### src/rtl/counter_ctrl_if.sv
// Control/status bundle between counter_ctrl and its environment (host pins plus counter feedback).
interface counter_ctrl_if #(
  parameter int W  = 8,
  parameter int PW = 8
);
  logic          start;
  logic          stop;
  logic          pause;
  logic          auto_reload;
  logic [PW-1:0] prescale;
  logic [W-1:0]  reload_val;
  logic [W-1:0]  term_val;
  logic [W-1:0]  cnt;
  logic          load;
  logic          en;
  logic [W-1:0]  data_in;
  logic          busy;
  logic          done;
  logic [7:0]    periods;

  modport master (
    input  start, stop, pause, auto_reload, prescale, reload_val, term_val, cnt,
    output load, en, data_in, busy, done, periods
  );

  modport slave (
    output start, stop, pause, auto_reload, prescale, reload_val, term_val, cnt,
    input  load, en, data_in, busy, done, periods
  );
endinterface

### src/rtl/counter_ctrl.sv
// Sequencer for an external 8-bit loadable up-counter: load, prescaled enable,
// terminal detect, one-shot/auto-reload and a saturating period tally.
module counter_ctrl #(
  parameter int W  = 8,
  parameter int PW = 8
) (
  input logic            clk,
  input logic            rst,
  counter_ctrl_if.master bus
);
  localparam logic [1:0] S_IDLE = 2'd0;
  localparam logic [1:0] S_LOAD = 2'd1;
  localparam logic [1:0] S_RUN  = 2'd2;
  localparam logic [1:0] S_HOLD = 2'd3;

  logic [1:0]    state, state_nx;
  logic [PW-1:0] pre_cnt, prescale_r;
  logic [W-1:0]  reload_r, term_r;
  logic          auto_r;
  logic          done_r;
  logic [7:0]    periods_r;
  logic          load_c, en_c;
  logic          tick, term, accept;

  assign tick   = (pre_cnt == prescale_r);
  assign term   = (bus.cnt == term_r);
  assign accept = (state == S_IDLE) && bus.start && !bus.stop;

  // stop has the highest priority in every busy state
  always_comb begin
    state_nx = state;
    load_c   = 1'b0;
    en_c     = 1'b0;
    case (state)
      S_IDLE: if (accept) state_nx = S_LOAD;
      S_LOAD: begin
        load_c   = !bus.stop;
        state_nx = bus.stop ? S_IDLE : S_RUN;
      end
      S_RUN: begin
        if (bus.stop)       state_nx = S_IDLE;
        else if (term)      state_nx = auto_r ? S_LOAD : S_IDLE;
        else if (bus.pause) state_nx = S_HOLD;
        else                en_c     = tick;
      end
      S_HOLD: begin
        if (bus.stop)        state_nx = S_IDLE;
        else if (!bus.pause) state_nx = S_RUN;
      end
      default: state_nx = S_IDLE;
    endcase
  end

  always_ff @(posedge clk or posedge rst) begin
    if (rst) begin
      state      <= S_IDLE;
      pre_cnt    <= '0;
      prescale_r <= '0;
      reload_r   <= '0;
      term_r     <= '0;
      auto_r     <= 1'b0;
      done_r     <= 1'b0;
      periods_r  <= '0;
    end else begin
      state  <= state_nx;
      done_r <= 1'b0;
      if (accept) begin
        prescale_r <= bus.prescale;
        reload_r   <= bus.reload_val;
        term_r     <= bus.term_val;
        auto_r     <= bus.auto_reload;
      end
      if (state == S_LOAD) pre_cnt <= '0;
      if (state == S_RUN && !bus.stop) begin
        if (term) begin
          pre_cnt <= '0;
          done_r  <= 1'b1;
          if (periods_r != 8'hFF) periods_r <= periods_r + 8'd1;
        end else if (!bus.pause) begin
          pre_cnt <= tick ? '0 : pre_cnt + PW'(1);
        end
      end
    end
  end

  assign bus.load    = load_c;
  assign bus.en      = en_c;
  assign bus.data_in = reload_r;
  assign bus.busy    = (state != S_IDLE);
  assign bus.done    = done_r;
  assign bus.periods = periods_r;
endmodule

### src/flat_wrapper.sv
// flat-port wrapper written by rule: the top's interface ports become plain ports
module counter_ctrl_flat 
#(
  parameter int W  = 8,
  parameter int PW = 8
)
  (clk, rst, bus_start, bus_stop, bus_pause, bus_auto_reload, bus_prescale, bus_reload_val, bus_term_val, bus_cnt, bus_load, bus_en, bus_data_in, bus_busy, bus_done, bus_periods);
  counter_ctrl_if #(.W(W), .PW(PW)) bus_i ();
  input logic clk;
  input logic rst;
  input wire logic [$bits(bus_i.start)-1:0] bus_start;
  input wire logic [$bits(bus_i.stop)-1:0] bus_stop;
  input wire logic [$bits(bus_i.pause)-1:0] bus_pause;
  input wire logic [$bits(bus_i.auto_reload)-1:0] bus_auto_reload;
  input wire logic [$bits(bus_i.prescale)-1:0] bus_prescale;
  input wire logic [$bits(bus_i.reload_val)-1:0] bus_reload_val;
  input wire logic [$bits(bus_i.term_val)-1:0] bus_term_val;
  input wire logic [$bits(bus_i.cnt)-1:0] bus_cnt;
  output wire logic [$bits(bus_i.load)-1:0] bus_load;
  output wire logic [$bits(bus_i.en)-1:0] bus_en;
  output wire logic [$bits(bus_i.data_in)-1:0] bus_data_in;
  output wire logic [$bits(bus_i.busy)-1:0] bus_busy;
  output wire logic [$bits(bus_i.done)-1:0] bus_done;
  output wire logic [$bits(bus_i.periods)-1:0] bus_periods;
  assign bus_i.start = bus_start;
  assign bus_i.stop = bus_stop;
  assign bus_i.pause = bus_pause;
  assign bus_i.auto_reload = bus_auto_reload;
  assign bus_i.prescale = bus_prescale;
  assign bus_i.reload_val = bus_reload_val;
  assign bus_i.term_val = bus_term_val;
  assign bus_i.cnt = bus_cnt;
  assign bus_load = bus_i.load;
  assign bus_en = bus_i.en;
  assign bus_data_in = bus_i.data_in;
  assign bus_busy = bus_i.busy;
  assign bus_done = bus_i.done;
  assign bus_periods = bus_i.periods;
  counter_ctrl #(.W(W), .PW(PW)) u_core (.clk(clk), .rst(rst), .bus(bus_i));
endmodule
### config.mk
export PLATFORM = sky130hd
export DESIGN_NAME = counter_ctrl_flat
export DESIGN_NICKNAME = d
export VERILOG_FILES = /design/src/rtl/counter_ctrl_if.sv /design/src/rtl/counter_ctrl.sv /design/src/flat_wrapper.sv
export SDC_FILE = /design/constraint.sdc
export NUM_CORES = 1
export LEC_CHECK = 0
export CAP_MARGIN = 20
export CORE_UTILIZATION = 40
export DETAILED_ROUTE_END_ITERATION = 8
export PLACE_DENSITY = 0.64
export SLEW_MARGIN = 20
export SYNTH_ARGS = -nofsm -noshare
export SYNTH_HDL_FRONTEND = slang
export SYNTH_SLANG_ARGS = --single-unit
### constraint.sdc
create_clock -name clk -period 2.15 [get_ports clk]
set_input_delay 0.3225 -clock clk [delete_from_list [all_inputs] [get_ports clk]]
set_output_delay 0.3225 -clock clk [all_outputs]
set_load 0.02 [all_outputs]
### After elaboration in Yosys (flattened, before gate mapping)

Cells that the tools add are included.

* equality and inequality tests: 9
* reductions and logical operators: 8
* add/sub/neg operators: 2
* multiplexer cells: 21

Operator list (number)
* 2-to-1 mux 8 bit: 5
* adder 8 x 1 -> 8 bit, second input constant: 2
* equality test 8 bit: 2
* 2-to-1 mux 2 bit: 7
* 2-to-1 mux 1 bit: 8
* != test 8 bit, second input constant: 1
* one-hot mux 2 bit (4 select lines): 1
* AND reduction 3 bit: 2
* equality test 2 bit, second input constant: 2
* != test 4 x 3 -> 1 bit, second input constant: 1
* logical AND 1 bit: 3
* != test 3 bit, second input constant: 1
* equality test 2 x 1 -> 1 bit, second input constant: 1
* zero test 2 bit: 1
* != test 2 x 1 -> 1 bit, second input constant: 1
* nonzero test 2 bit: 1
* zero test 1 bit: 1

* flip-flop bits (word level): 44
* logic and storage cells: 48

### Logic depth before layout (Yosys ltp)

* word-level depth: 5
* depth in mapped cells: 6
* mapped depth without buffers: 5

### Least setup slack after synthesis

Ideal clock, no wire load.

* path kind: register to register
* start point: register u_core.term_r[2]
* end point: register u_core.periods_r[1] (netlist: u_core.bus.periods[1])
* path buffers: 0
* setup time: 125 ps
* arrival: 1684 ps
* path slack: 341 ps
* data required time: 2025 ps
* cell stages (with the launch flop): 6
* path through: dfrtp_1 -> xor2_1 -> nor4_4 -> nand3_2 -> a31oi_4 -> mux2_4

* longest elaborated chain between the ends: 2

RTL lines
* start: declaration: RTL line counter_ctrl.sv:18 `logic [W-1:0] reload_r, term_r;`
* start signal: assignment: RTL line counter_ctrl.sv:70 `term_r <= bus.term_val;`
* equality test 8 bit: RTL line counter_ctrl.sv:26 `assign term = (bus.cnt == term_r);`
* AND reduction 3 bit (no line)
* end signal: assignment: RTL line counter_ctrl.sv:78 `if (periods_r != 8'hFF) periods_r <= periods_r + 8'd1;`
* end: declaration: RTL line counter_ctrl.sv:21 `logic [7:0] periods_r;`

Every way passes these cells.
A chain may end at the register's enable or synchronous reset.

### Final worst setup path

* start point: input bus_stop
* end point: output bus_load

* longest elaborated chain between the ends: 2

RTL lines
* start: declaration: RTL line flat_wrapper.sv:12 `input wire logic [$bits(bus_i.stop)-1:0] bus_stop;`
* zero test 1 bit: RTL line counter_ctrl.sv:37 `load_c = !bus.stop;`
* 2-to-1 mux 1 bit: RTL line counter_ctrl.sv:34 `case (state)`
* end: declaration: RTL line flat_wrapper.sv:19 `output wire logic [$bits(bus_i.load)-1:0] bus_load;`

Every way passes these cells.

==> results.toml <==
[synthesis]
synth.distinct_cells = 42
yosys.area.top_type = "dfrtp_1"
netlist_instances = 181
synth.avg_cell_area_um2 = 12.08
synth-seq-cells = 44
ys_warn_count = 0
synth_edf_count = 0
syn_nets = 221
syn-cell-area_um2 = 2187
synth_top_area_share_pct = 50.34
synth_ff_type = "dfrtp_1"
ys_seq_area_share_pct = 50.34
synth_area_leaders = "dfrtp_1, mux2_2, xor2_1, nand2_1, nor4_4"
ys_async_sr_fraction_pct = 100.0

[drt]
wl_met2_um = 2061
firstDrtPassIters = 4
detail-route-antenna-nets = 0
vias = 1648
m1WireLength_um = 2200
avgViaCountPerCell = 4.905
routed_wl_um = 4506
drtIter0Drc = 57
avgRoutedWirePerCell_um = 13.41
dr_wl_met3_um = 165
top_layer = "met4"
drc = 0

[placement]
dpl.hpwl_um = 3413
gp_congestion = 0.7839
place_area_um2 = 3019
place_ws_ns = -0.3688
io_buffers = 57

[timing]
fin_setup_tns_ns = 0
hold_slack_ns = 0.3471
setup_violations = 0
slew_violations = 0
hold_viol = 0
grt_setup_unrepaired = "no"
fin_crit_sh_pct = 95.63
fin_skew_ns = 0.004210
maxSlewHeadroom_pct = 71.11
min_period_ns = 2.056
timing.fmax_mhz = 486.4
tightest_slew_ns = 0.4327
fin_ws_ns = 0.09387

[floorplan]
ioPinCount = 58
die_y_um = 75.95
dieArea_um2 = 5768
rows = 26
coreArea_um2 = 5172
start_util_pct = 42.28
die_x_um = 75.95

[global_routing]
grtUsageTotal_pct = 17.38
first_global_vias = 1649
grt_first_pass_wirelength_um = 7907
antenna_found_initial = 0
grt_max_degree = 21
grt_overflow = 0

[critical_path]
critPathBufInv = 3
crit_chain = "clkdlybuf4s50_1, buf_4, nand2b_1, nor2_1, clkdlybuf4s50_1"
setup.worst_path.class = "in -> out"
r2r-start = "u_core.term_r[2]"
crit_start = "bus_stop"
crit_end = "bus_load"
rr_worst_depth = 7
r2r-end = "u_core.bus.periods[4]"
cp_top_family = "buffers and inverters"
slowest_delay_ns = 0.61
crit_fanout = 3
worstPathArrival_ns = 1.73
worst_setup_path_end_kind = "output pin"
rrSetupSlack_ns = 0.27
critPathLaunchType = "input pin"
cp_common_cell = "clkdlybuf4s50_1"
critPathSlowestCell = "clkdlybuf4s50_1"
cp.depth = 5
required_ns = 1.83

[cts]
cts.sinks = 44
clkTransAtPathRegs_ns = 0.08
cts_setup_buffers = 0
htreeDepth = 2
ctsHoldBuffers = 0
cts_tree = "done"
clockRootBuffer = "clkbuf_8"
numCtsBuffers = 5
clk_latency_ns = 0.29
ctsLongestPathBuffers = 2

[finish]
antennaDiodeCount = 0
nNetsFinal = 305
drive_gt1_share_pct = 28.57
fin_area_um2 = 3171
syn_to_final_growth_pct = 44.97

[flow_run]
cap_violations = 0

[status]
outcome = "finished clean"

[pwr]
vdd_drop_max_mv = 0.5727
p_leak_nw = 1.392
p_total_mw = 3.205
powerDensity_nw_per_um2 = 1011

[min_path]
hold_class = "in -> async"
==> synth_stat cells (2+ instances only) <==
cell	number
nand2_1	14
nor4_4	2
a31o_1	2
and2_1	3
ha_1	2
nor2_1	10
a31oi_1	2
nor3_2	3
mux2_2	26
a21o_1	2
nand4_1	6
xor2_1	21
o311ai_1	2
and3_1	2
nand2b_1	6
buf_2	2
inv_1	5
dfrtp_1	44
nand3_1	4
==> layer usage <==
metal  track usage, %  vias up
met1            23.91      788
met5                0        -
met3            3.494        9
li1                 -      812
met2            26.91       39
met4            6.923        0
==> cell usage in the layout (no fill, tap or decap), drive strengths merged, types with 3 or more instances in the layout <==
cell type / instances
a31oi: 3
and2: 3
buf: 24
clkbuf: 7
clkdlybuf4s50: 56
dfrtp: 44
inv: 5
mux2: 28
nand2: 14
nand2b: 6
nand3: 5
nand4: 6
nor2: 10
nor3: 4
nor4: 4
xor2: 21
==> how the worst min path moves through the flow <==
stage / slack [ns] / cells after the start / startpoint / to
2_1_floorplan: 0.47 / 1 / bus_auto_reload / u_core.auto_r
3_3_place_gp: 0.48 / 1 / u_core.bus.periods[5] / u_core.bus.periods[5]
3_5_place_dp: 0.48 / 1 / u_core.bus.periods[5] / u_core.bus.periods[5]
4_1_cts: 0.36 / 2 / rst / u_core.state[0]
5_1_grt: 0.38 / 2 / rst / u_core.pre_cnt[1]
6_report: 0.35 / 2 / rst / u_core.pre_cnt[0]
==> report_power, final <==
part           switching, mW  leakage, nW  internal [mW]
combinational          0.546        0.769          0.686
sequential             0.190        0.558           1.10
clock                  0.273       0.0645          0.410
total                   1.01         1.39           2.20
==> metrics by stage <==
step / std cells / util, %
final: 336 / 61.30
after global routing: 336 / 61.30
after floorplan: 181 / -
after global placement: 328 / 58.37
after CTS: 336 / 61.27
after detailed placement: 328 / 58.37
==> state kept, by name, indices dropped and copies added (netlist names) <==
register            flops
u_core.bus.done         1
u_core.state            2
u_core.auto_r           1
u_core.prescale_r       8
u_core.bus.data_in      8
u_core.pre_cnt          8
u_core.bus.periods      8
u_core.term_r           8
==> timing repair <==
action                     4_1_cts  5_1_grt
gates resized for setup          6        2
pin swaps                        0        1
setup endpoints to repair        1        1
==> final cells by class <==
cell class                      instances  area, um2
Sequential cell                        44       1101
Inverter                                5      18.77
Fill cell                             429       2002
Tap cell                               70      87.58
Clock buffer                            7      96.34
Timing Repair Buffer                   80      750.7
Clock inverter                          1      30.03
Multi-Input combinational cell        129       1086
==> cells by family after synthesis <==
group	share of synthesized area, %
buffers and inverters	1.487
xor gates and xnor gates	8.410
adders and majority gates	1.144
DFF	50.34
muxes	15.05
and+or+nand+nor	16.48
AOI/OAI and AO/OA	7.094
Power figures use the tool's default switching activity.
